[config.mk]
export PLATFORM = sky130hd
export DESIGN_NAME = pong_game_ctrl
export DESIGN_NICKNAME = d
export VERILOG_FILES = /design/src/rtl/pong_game_ctrl.sv
export SDC_FILE = /design/constraint.sdc
export NUM_CORES = 1
export LEC_CHECK = 0
export CAP_MARGIN = 25
export CORE_MARGIN = 2
export CORE_UTILIZATION = 42
export CTS_CLUSTER_SIZE = 20
export DETAILED_ROUTE_END_ITERATION = 8
export PLACE_DENSITY = 0.78
export SYNTH_ARGS = -nofsm -noshare
export SYNTH_HDL_FRONTEND = slang
export SYNTH_SLANG_ARGS = --single-unit
[constraint.sdc]
create_clock -name clk -period 1.9 [get_ports clk]
set_input_delay 0.285 -clock clk [delete_from_list [all_inputs] [get_ports clk]]
set_output_delay 0.285 -clock clk [all_outputs]
set_load 0.01 [all_outputs]
[src/rtl/pong_game_ctrl.sv]
// Pong game controller: start/serve/game-over sequencing, BCD hit score,
// ball count and the refresh-tick hold timer used between balls and after game over.
module pong_game_ctrl #(
  parameter int BALLS_INIT = 3,
  parameter int HOLD_TICKS = 120
) (
  input  logic       clk,
  input  logic       reset,
  input  logic [1:0] btn1,
  input  logic [1:0] btn2,
  input  logic [9:0] pix_x,
  input  logic [9:0] pix_y,
  input  logic       hit,
  input  logic       miss,
  output logic       graph_still,
  output logic [3:0] score_d1,
  output logic [3:0] score_d0,
  output logic [1:0] balls,
  output logic [1:0] game_state,
  output logic       game_over
);

  typedef enum logic [1:0] {
    NEWGAME = 2'b00,
    PLAY    = 2'b01,
    NEWBALL = 2'b10,
    OVER    = 2'b11
  } state_t;

  state_t     state, state_next;
  logic [6:0] timer;
  logic       refr_tick, timer_up, timer_start, any_btn;
  logic       score_clr, score_inc, balls_load, balls_dec, over_set;

  assign refr_tick  = (pix_y == 10'd481) && (pix_x == 10'd0);
  assign timer_up   = (timer == 7'd0);
  assign any_btn    = (|btn1) | (|btn2);
  assign game_state = state;

  // hit and miss are levels, so they are only acted on while in PLAY
  always_comb begin
    state_next  = state;
    graph_still = 1'b1;
    timer_start = 1'b0;
    score_clr   = 1'b0;
    score_inc   = 1'b0;
    balls_load  = 1'b0;
    balls_dec   = 1'b0;
    over_set    = 1'b0;
    case (state)
      NEWGAME: begin
        if (any_btn) begin
          state_next = PLAY;
          score_clr  = 1'b1;
          balls_load = 1'b1;
        end
      end
      PLAY: begin
        graph_still = 1'b0;
        score_inc   = hit;
        if (miss) begin
          timer_start = 1'b1;
          balls_dec   = 1'b1;
          if (balls > 2'd1) begin
            state_next = NEWBALL;
          end else begin
            state_next = OVER;
            over_set   = 1'b1;
          end
        end
      end
      NEWBALL: begin
        if (timer_up && any_btn) state_next = PLAY;
      end
      OVER: begin
        if (timer_up) state_next = NEWGAME;
      end
      default: state_next = NEWGAME;
    endcase
  end

  always_ff @(posedge clk) begin
    if (reset) begin
      state     <= NEWGAME;
      game_over <= 1'b0;
    end else begin
      state     <= state_next;
      game_over <= over_set;
    end
  end

  // a load on the same clk as a refresh tick wins over the decrement
  always_ff @(posedge clk) begin
    if (reset) begin
      timer <= 7'd0;
    end else if (timer_start) begin
      timer <= 7'(HOLD_TICKS);
    end else if (refr_tick && !timer_up) begin
      timer <= timer - 7'd1;
    end
  end

  always_ff @(posedge clk) begin
    if (reset || score_clr) begin
      score_d1 <= 4'd0;
      score_d0 <= 4'd0;
    end else if (score_inc && !(score_d1 == 4'd9 && score_d0 == 4'd9)) begin
      if (score_d0 == 4'd9) begin
        score_d0 <= 4'd0;
        score_d1 <= score_d1 + 4'd1;
      end else begin
        score_d0 <= score_d0 + 4'd1;
      end
    end
  end

  always_ff @(posedge clk) begin
    if (reset || balls_load) begin
      balls <= 2'(BALLS_INIT);
    end else if (balls_dec && balls != 2'd0) begin
      balls <= balls - 2'd1;
    end
  end

endmodule

After elaboration in Yosys (flattened, before gate mapping)
Index checks and enable logic that the tools add are counted.
{"block": "word_totals", "inputBits": 28, "reg_bits": 20}
{"block": "classes", "bitwise_logic": 3, "eq_ne": 10, "addsub": 4, "n_reduce_logical": 20, "magnitude_cmp": 1, "mux": 16}
{"operator": "7-bit 2-to-1 mux", "n": 2}
{"operator": "10-bit by 9-bit equality test with 1-bit output, second input constant", "n": 1}
{"operator": "10-bit logical NOT", "n": 1}
{"operator": "4-bit by 1-bit adder with 4-bit output, second input constant", "n": 2}
{"operator": "4-bit equality test, second input constant", "n": 2}
{"operator": "1-bit 2-to-1 mux", "n": 8}
{"operator": "2-bit 2-to-1 mux", "n": 4}
{"operator": "2-bit inequality test, second input constant", "n": 4}
{"operator": "2-bit one-hot mux with 4 select lines", "n": 1}
{"operator": "7-bit logical NOT", "n": 1}
{"operator": "7-bit by 1-bit subtractor with 7-bit output, second input constant", "n": 1}
{"operator": "1-bit logical AND", "n": 6}
{"operator": "2-bit OR reduction", "n": 3}
{"operator": "2-bit equality test, second input constant", "n": 2}
{"operator": "4-bit 2-to-1 mux", "n": 1}
{"operator": "4-bit AND reduction", "n": 1}
{"operator": "2-bit nonzero test", "n": 2}
{"operator": "3-bit OR reduction", "n": 1}
{"operator": "2-bit by 1-bit equality test with 1-bit output, second input constant", "n": 1}
{"operator": "2-bit by 1-bit > comparator with 1-bit output, second input constant", "n": 1}
{"operator": "1-bit logical NOT", "n": 2}
{"operator": "2-bit logical NOT", "n": 1}
{"operator": "1-bit NOT", "n": 2}
{"operator": "2-bit AND reduction", "n": 1}
{"operator": "other kinds (3)", "n": 3}

Depth between registers and ports, before layout
Gate-level depths: netlist of the first run.
{"block": "logic_depth", "ltp_word": 5, "mapped_depth": 7}

Worst setup path before layout of the first run
OpenSTA, ideal clock, no wires.
{"block": "synth_path", "path_kind": "reg-to-reg", "start": "register timer[3]", "end": "register timer[1]", "t_arrival_ns": 1.599, "setup_time_ns": 0.103, "stages_incl_launch_ff": 5, "slack_ns": 0.198, "period_less_slack_ns": 1.702, "n_path_buf": 0, "required_ns": 1.797, "cell_sequence": "dfxtp_1 or3_4 nor4b_4 nor3_2 a2111oi_2"}
{"block": "synth_via", "elab_chain_len": 3}
{"element": "from (decl)", "line_no": "31", "text": "logic [6:0] timer;"}
{"element": "from (signal assigned)", "line_no": "97", "text": "timer <= 7'(HOLD_TICKS);"}
{"element": "from (signal assigned)", "line_no": "99", "text": "timer <= timer - 7'd1;"}
{"element": "7-bit logical NOT", "line_no": "36", "text": "assign timer_up = (timer == 7'd0);"}
{"element": "1-bit logical NOT", "line_no": "98", "text": "end else if (refr_tick && !timer_up) begin"}
{"element": "1-bit logical AND", "line_no": "98"}
No other way between the ends.
A chain may end at the register's enable or synchronous reset.

Worst setup path in the final report of the first run
{"block": "layout_path", "start": "register timer[3]", "end": "register timer[6]"}
{"block": "layout_via", "elab_chain_len": 4, "elab_cells_between_ends": 7}
{"element": "parallel branches: the longest is 4 deep, another holds 7-bit by 1-bit subtractor with 7-bit output"}
Parallel ways; which one is timed is not known. The select of a mux whose other input is x is not followed.

==> results of run 1 <==
-- what timing repair did --
| item | 4_1_cts | 5_1_grt |
|---|---|---|
| resized for setup | 0 | 5 |
| endpoints found under the setup margin | 0 | 5 |
| setup buffers | 0 | 1 |
-- critical path, cell delays in order (launching register included) --
cell and delay (ns):
dfxtp_1 0.34, or3_4 0.41, nor4b_4 0.32, buf_4 0.22, nor4b_4 0.06, a211oi_1 0.22, a211oi_1 0.08
-- per-stage QoR --
step | power, mW | setup TNS, ns | worst slack (ns)
floorplan | 0.548 | 0 | 0.198
global placement | 0.646 | -0.712 | -0.146
detailed placement | 0.652 | -1.15 | -0.255
CTS | 0.891 | 0 | 0.0589
global route | 0.941 | 0 | 0.00814
finish | 0.888 | 0 | 0.135
-- metal layers --
layer	part of all wire (%)	GRT usage, %	wire length [um]	up-vias
li1	-	-	-	518
met1	39	18.7	945	457
met2	52	37.8	1250	34
met3	7.7	2.73	185	4
met4	1.1	7.50	26	0
met5	0	0	0	-
-- placed cells by master, fill, tap and decap left out, types with 2 or more instances in the layout --
cell	count
a211oi_1	4
a21oi_1	5
buf_4	7
clkbuf_4	3
clkdlybuf4s50_1	41
dfxtp_1	19
ha_1	6
inv_1	7
nand2_1	5
nand2b_1	2
nand4_1	3
nor2_1	15
nor2b_1	2
nor3_1	5
nor4_1	4
nor4_2	2
nor4b_4	2
nor4bb_1	2
o21ai_0	2
or3_1	2
xnor2_1	9
xor2_1	3
-- registers in the layout, summed over array words and instances, names as in the netlist --
register and flops:
timer 7, score_d0 4, score_d1 4, balls 2, game_state 2, game_over 1
-- power by group through the flow --
stage | clock network [mW] | registers [mW] | logic [mW]
floorplan | 0 | 0.460 | 0.0872
global placement | 0 | 0.460 | 0.187
detailed placement | 0 | 0.461 | 0.192
CTS | 0.248 | 0.451 | 0.192
global route | 0.273 | 0.453 | 0.215
finish | 0.242 | 0.451 | 0.195
-- worst max-delay path by stage --
stage	startpoint	end	slack [ns]
3_3_place_gp	pix_y[1]	timer[6]	-0.15
2_1_floorplan	timer[3]	timer[1]	0.20
6_report	timer[3]	timer[6]	0.14
4_1_cts	timer[0]	timer[6]	0.06
3_5_place_dp	pix_y[1]	timer[6]	-0.25
5_1_grt	pix_y[8]	timer[6]	0.008
-- final cells by class --
cell class / instances / area [um2] / area share [%]
clock buffer: 4 / 36.3 / 2.25
inverter: 7 / 26.3 / 1.63
multi-input combinational: 88 / 648 / 40.2
sequential: 20 / 402 / 24.9
tap: 30 / 37.5 / 2.33
timing repair buffer: 48 / 463 / 28.7
-- logic make-up after synthesis --
family,count (synthesis),synth area share [%]
adder cells (fa/ha/maj),6,7.08
multiplexers,1,0.945
AND/OR/NAND/NOR,53,30.1
XOR/XNOR,12,9.92
flip-flops,20,37.8
AO/OA/AOI/OAI,16,10.6
buffers and inverters,10,3.54
==> metrics, run 1 <==
outcome completed; first-pass GRT wire length 3.98 mm; Inst Count DP 192; FF-to-FF End timer[6]; antenna cell count 0; worst skew pair latency approximately 0.30 ns; synth warn 0; Worst Hold End game_state[0]; post-synth top area cell dfxtp_1; nets slightly above 200; final hold viol count 0; syn avg cell area ~9.0 um2; die height between 50 and 60 um; Final Util approximately 66%; Clk pwr share a little over a quarter; Post-Route WL 2.40 mm; Fillers roughly 220; fmax 567 MHz; Worst Hold Class flip-flop to flip-flop; Setup crit start kind flip-flop; Hold Crit Depth 1; Area after DPL between 1500 and 2000 um2; H-tree depth 1; largest net degree at the start of global routing 12; VDD IR max between 0.6 and 0.7 mV; Slew HR between 70% and 80%; Async S/R FF share, synth 0%; CTS Hold Bufs 0; hpwl dp approximately 1.9 mm; Mapped Area about 1100 um2; most frequent cells after synthesis dfxtp_1 (20), nor2_1 (15), xnor2_1 (9); gpl congestion ~0.75; Sinks on Clock Net 20; Arrival @ worst endpoint 1.95 ns; P_sw 219 uW; Longest Clk Path Bufs 2; logic gate share of total power a little over a fifth; Initial DRC Count 6; Max Slew Vio Count 0; Max Cap Viol 0; CP Capture Type flip-flop; period utilization 92.9%; RSZ-0062 raised after global routing false; Leakage 0.606 nW; vias in the first global route roughly 1000; gr ovfl total 0; CTS buffer count 3; Global Route Usage Sum between 10% and 20%; R2R setup slack ~0.14 ns; Worst R2R Start timer[3]; cell count after synthesis around 120; port bufs 41; die area 2940 um2; Antenna Nets Post-Route 0; post-synthesis sequential area ratio a little under two fifths; # setup viols final 0; top_reg_cell synth dfxtp_1; fin cells 197; CTS clock-pin slew for the worst setup and hold paths 0.11 ns; synth unique cells 34; most frequent cell after synthesis dfxtp_1; synthesis-stage register bit count 20; sw frac approximately a quarter; critical path peak fanout 6; vias per inst 5.14; CP required 2.08 ns; Pwr Density between 500 and 600 nW/um2; TritonRoute pass-1 iters 4; worst reg2reg path depth 6; Die X-Extent about 54 um; Initial Utilization 43.6%; final instance area approximately 1600 um2; Flop pwr share 50.8%; total vias in the final route 1013; kind of critical path flip-flop to flip-flop; worst hold slack between 0.5 and 0.6 ns; share of layout cells above drive strength 1 12.6%; Clock Skew 0.00578 ns; Internal Power between 600 and 700 uW; CTS tree built; CORE AREA approximately 2400 um2; top cells by area, synth dfxtp_1 (38%), xnor2_1 (7.4%), ha_1 (7.1%), nor2_1 (5.3%), nor4_1 (3.5%); row cnt 18; Hold Path Origin game_state[1]; Tmin final 1.76 ns; CTS root buffer clkbuf_4; area grow syn2layout 52.2%; EDFF count, synth 0; initial antenna violation count 0; worst slew pin tran about 0.42 ns; wire per inst about 12 um; I/O Pins 42; Residual DRC 0; Synth top area share between 30 and 40%; Synth Net Count approximately 150
Power figures use the tool's default switching activity.
==> inputs of run 2 (changes only) <==
--- a/config.mk
+++ b/config.mk
@@ -6,11 +6,13 @@
 export NUM_CORES = 1
 export LEC_CHECK = 0
 export CAP_MARGIN = 25
+export CORE_ASPECT_RATIO = 0.5
 export CORE_MARGIN = 2
-export CORE_UTILIZATION = 42
+export CORE_UTILIZATION = 38
+export CTS_CLUSTER_DIAMETER = 30
 export CTS_CLUSTER_SIZE = 20
 export DETAILED_ROUTE_END_ITERATION = 8
-export PLACE_DENSITY = 0.78
+export PLACE_DENSITY = 0.74
 export SYNTH_ARGS = -nofsm -noshare
 export SYNTH_HDL_FRONTEND = slang
 export SYNTH_SLANG_ARGS = --single-unit
==> constraint.sdc (replaced) <==
create_clock -name clk -period 1.5 [get_ports clk]
set_input_delay 0.225 -clock clk [delete_from_list [all_inputs] [get_ports clk]]
set_output_delay 0.225 -clock clk [all_outputs]
set_load 0.01 [all_outputs]
==> run 2 against run 1 <==
Effect of this change: the run now ends with negative setup slack left; global-route usage is 2.6 points lower; power is 61% higher; sequential cell count stayed put; die area is 11% higher; clock skew is 0.00090 ns higher; count of clock-buffer cells in the layout is 1 lower; first-iteration DRC count is 130% higher; worst hold slack worse by 0.052 ns; cell count is 14% higher; clock power is 120% higher; register-to-register slack worse by 0.31 ns; critical path type unchanged; largest power group unchanged; highest routed layer unchanged.
==> metrics, run 2 (synthesis results as in run 1) <==
worst slew pin tran 0.316 ns (-0.100 ns); Slew HR 78.6% (+6.5 points); die height 41.3 um (-24%); CTS clock-pin slew for the worst setup and hold paths 0.08 ns (-0.03 ns); CP Capture Type flip-flop; Pwr Density 730 nW/um2 (+32%); Worst Hold Class input pin to flip-flop; Clock Skew 0.00668 ns (+0.000898 ns); initial antenna violation count 0 (unchanged); Top reg by flops timer; most common cell after layout, fill and taps aside clkdlybuf4s50_1; port bufs 41 (unchanged); Residual DRC 0 (unchanged); # setup viols final 9 (+9); antenna cell count 0 (unchanged); Final Util 74.7% (+8.4 points); CTS Hold Bufs 0 (unchanged); period utilization 112% (+19 points); Setup crit start kind flip-flop; Area after DPL 1680 um2 (+9.3%); Post-Route WL 2.76 mm (+15%); setup slack after layout -0.176 ns (-0.311 ns); die area 3250 um2 (+11%); area grow syn2layout 84.5%; gr ovfl total 0 (unchanged); total negative slack -0.931 ns (-0.931 ns); hpwl dp 1.93 mm (+0.64%); H-tree depth 1 (unchanged); Sinks on Clock Net 20 (unchanged); Initial Utilization 40.5% (-3.1 points); vias in the first global route 944 (-7.2%); Max Cap Viol 0 (unchanged); violated checks negative setup slack; outcome finished with violations; Tmin final 1.68 ns (-0.0891 ns); first-pass GRT wire length 3.95 mm (-0.70%); nets 223 (+10%); Crit path largest cell delay 0.40 ns (about the same); Top Registers timer x7, score_d0 x4, score_d1 x4; Crit path buffers/inverters 2 (+1); critical path peak fanout 3 (-3); Antenna Nets Post-Route 0 (unchanged); TritonRoute pass-1 iters 4 (unchanged); total vias in the final route 1075 (+6.1%); final hold viol count 0 (unchanged); kind of critical path flip-flop to flip-flop; CTS root buffer clkbuf_8; CTS buffer count 3 (unchanged); vias per inst 4.78 (-7.1%); Die X-Extent 78.7 um (+45%); R2R setup slack -0.18 ns (-0.31 ns); wire per inst 12.3 um (+0.41%); Longest Clk Path Bufs 2 (unchanged); VDD IR max 0.492 mV (-20%); largest net degree at the start of global routing 13 (+1); Global Route Usage Sum 16.1% (-2.6 points); most frequent cells in the layout clkdlybuf4s50_1 (25), buf_4 (24), dfxtp_1 (16), nor2_1 (15), dlymetal6s2s_1 (13); Leakage 0.931 nW (+54%); CORE AREA 2620 um2 (+7.7%); Crit path max-delay family simple AND/OR/NAND/NOR gates; share of layout cells above drive strength 1 29.3% (+17 points); CTS tree built; RSZ-0062 raised after global routing true; final instance area 1960 um2 (+21%); Max Slew Vio Count 0 (unchanged); Initial DRC Count 14 (+8); Arrival @ worst endpoint 1.85 ns (-0.10 ns); CP required 1.67 ns (-0.41 ns); worst skew pair latency 0.26 ns (-0.04 ns); worst-path cell chain or3_4 -> nor4b_4 -> buf_4 -> nor3_4 -> buf_6 -> a2111oi_4; row cnt 13 (-5); fmax 597 MHz (+5.3%); Slowest cell on crit path or3_4; max FFs per register 7 (unchanged); I/O Pins 42 (unchanged); gpl congestion 0.854 (+14%)
-- run 2: power by group --
group / internal, mW / switching [mW] / leakage, nW / total, mW
clock network: 0.356 / 0.184 / 0.0357 / 0.541
logic: 0.191 / 0.123 / 0.731 / 0.314
registers: 0.550 / 0.0220 / 0.164 / 0.572
-- run 2: final cells by class --
class / instances / area [um2]
Tap cell: 37 / 46.3
Multi-Input combinational cell: 88 / 733
Inverter: 7 / 26.3
Clock inverter: 1 / 30.0
Fill cell: 197 / 663
Sequential cell: 20 / 405
Timing Repair Buffer: 69 / 673
Clock buffer: 3 / 41.3
-- run 2: metal layers --
| layer | track usage [%] | routed length, um | vias up |
|---|---|---|---|
| met1 | 16.3 | 1120 | 484 |
| met2 | 34.0 | 1410 | 31 |
| met4 | 5.26 | 21 | 0 |
| met5 | 0 | 0 | - |
| li1 | - | - | 556 |
| met3 | 5.17 | 199 | 4 |
-- run 2: path summary, 6_finish.rpt --
kind                            depth (start not counted)           from       endpoint
worst max-delay path                                    6       timer[4]       timer[1]
worst min-delay path                                    4        btn2[1]       balls[0]
worst max register to register                          6       timer[4]       timer[1]
worst min register to register                          1  game_state[1]  game_state[0]
-- run 2: per-stage QoR --
step	cells	hold WS, ns	power (mW)	setup slack (ns)
finish	225	0.484	1.43	-0.176
global route	225	0.504	1.49	-0.245
CTS	223	0.487	1.41	-0.197
detailed placement	215	0.528	0.849	-0.590
global placement	215	0.518	0.845	-0.543
floorplan	118	0.522	0.694	-0.107
-- run 2: what timing repair did --
action	4_1_cts	5_1_grt
pin swaps	7	16
setup endpoints to repair	14	18
gates resized for setup	10	29
buffers inserted	4	3
-- run 2: tightest hold or removal path, stage by stage --
cell,delay (ns)
dlymetal6s2s_1,0.08
or4_4,0.12
a21o_1,0.17
nand2b_1,0.12
==> inputs of run 3 (changes only) <==
--- a/config.mk
+++ b/config.mk
@@ -5,6 +5,7 @@
 export SDC_FILE = /design/constraint.sdc
 export NUM_CORES = 1
 export LEC_CHECK = 0
+export ABC_CLOCK_PERIOD_IN_PS = 1500
 export CAP_MARGIN = 25
 export CORE_ASPECT_RATIO = 0.5
 export CORE_MARGIN = 2
==> results of run 3 <==
Same layout as run 2: the final DEF is identical, and so are final timing and power.
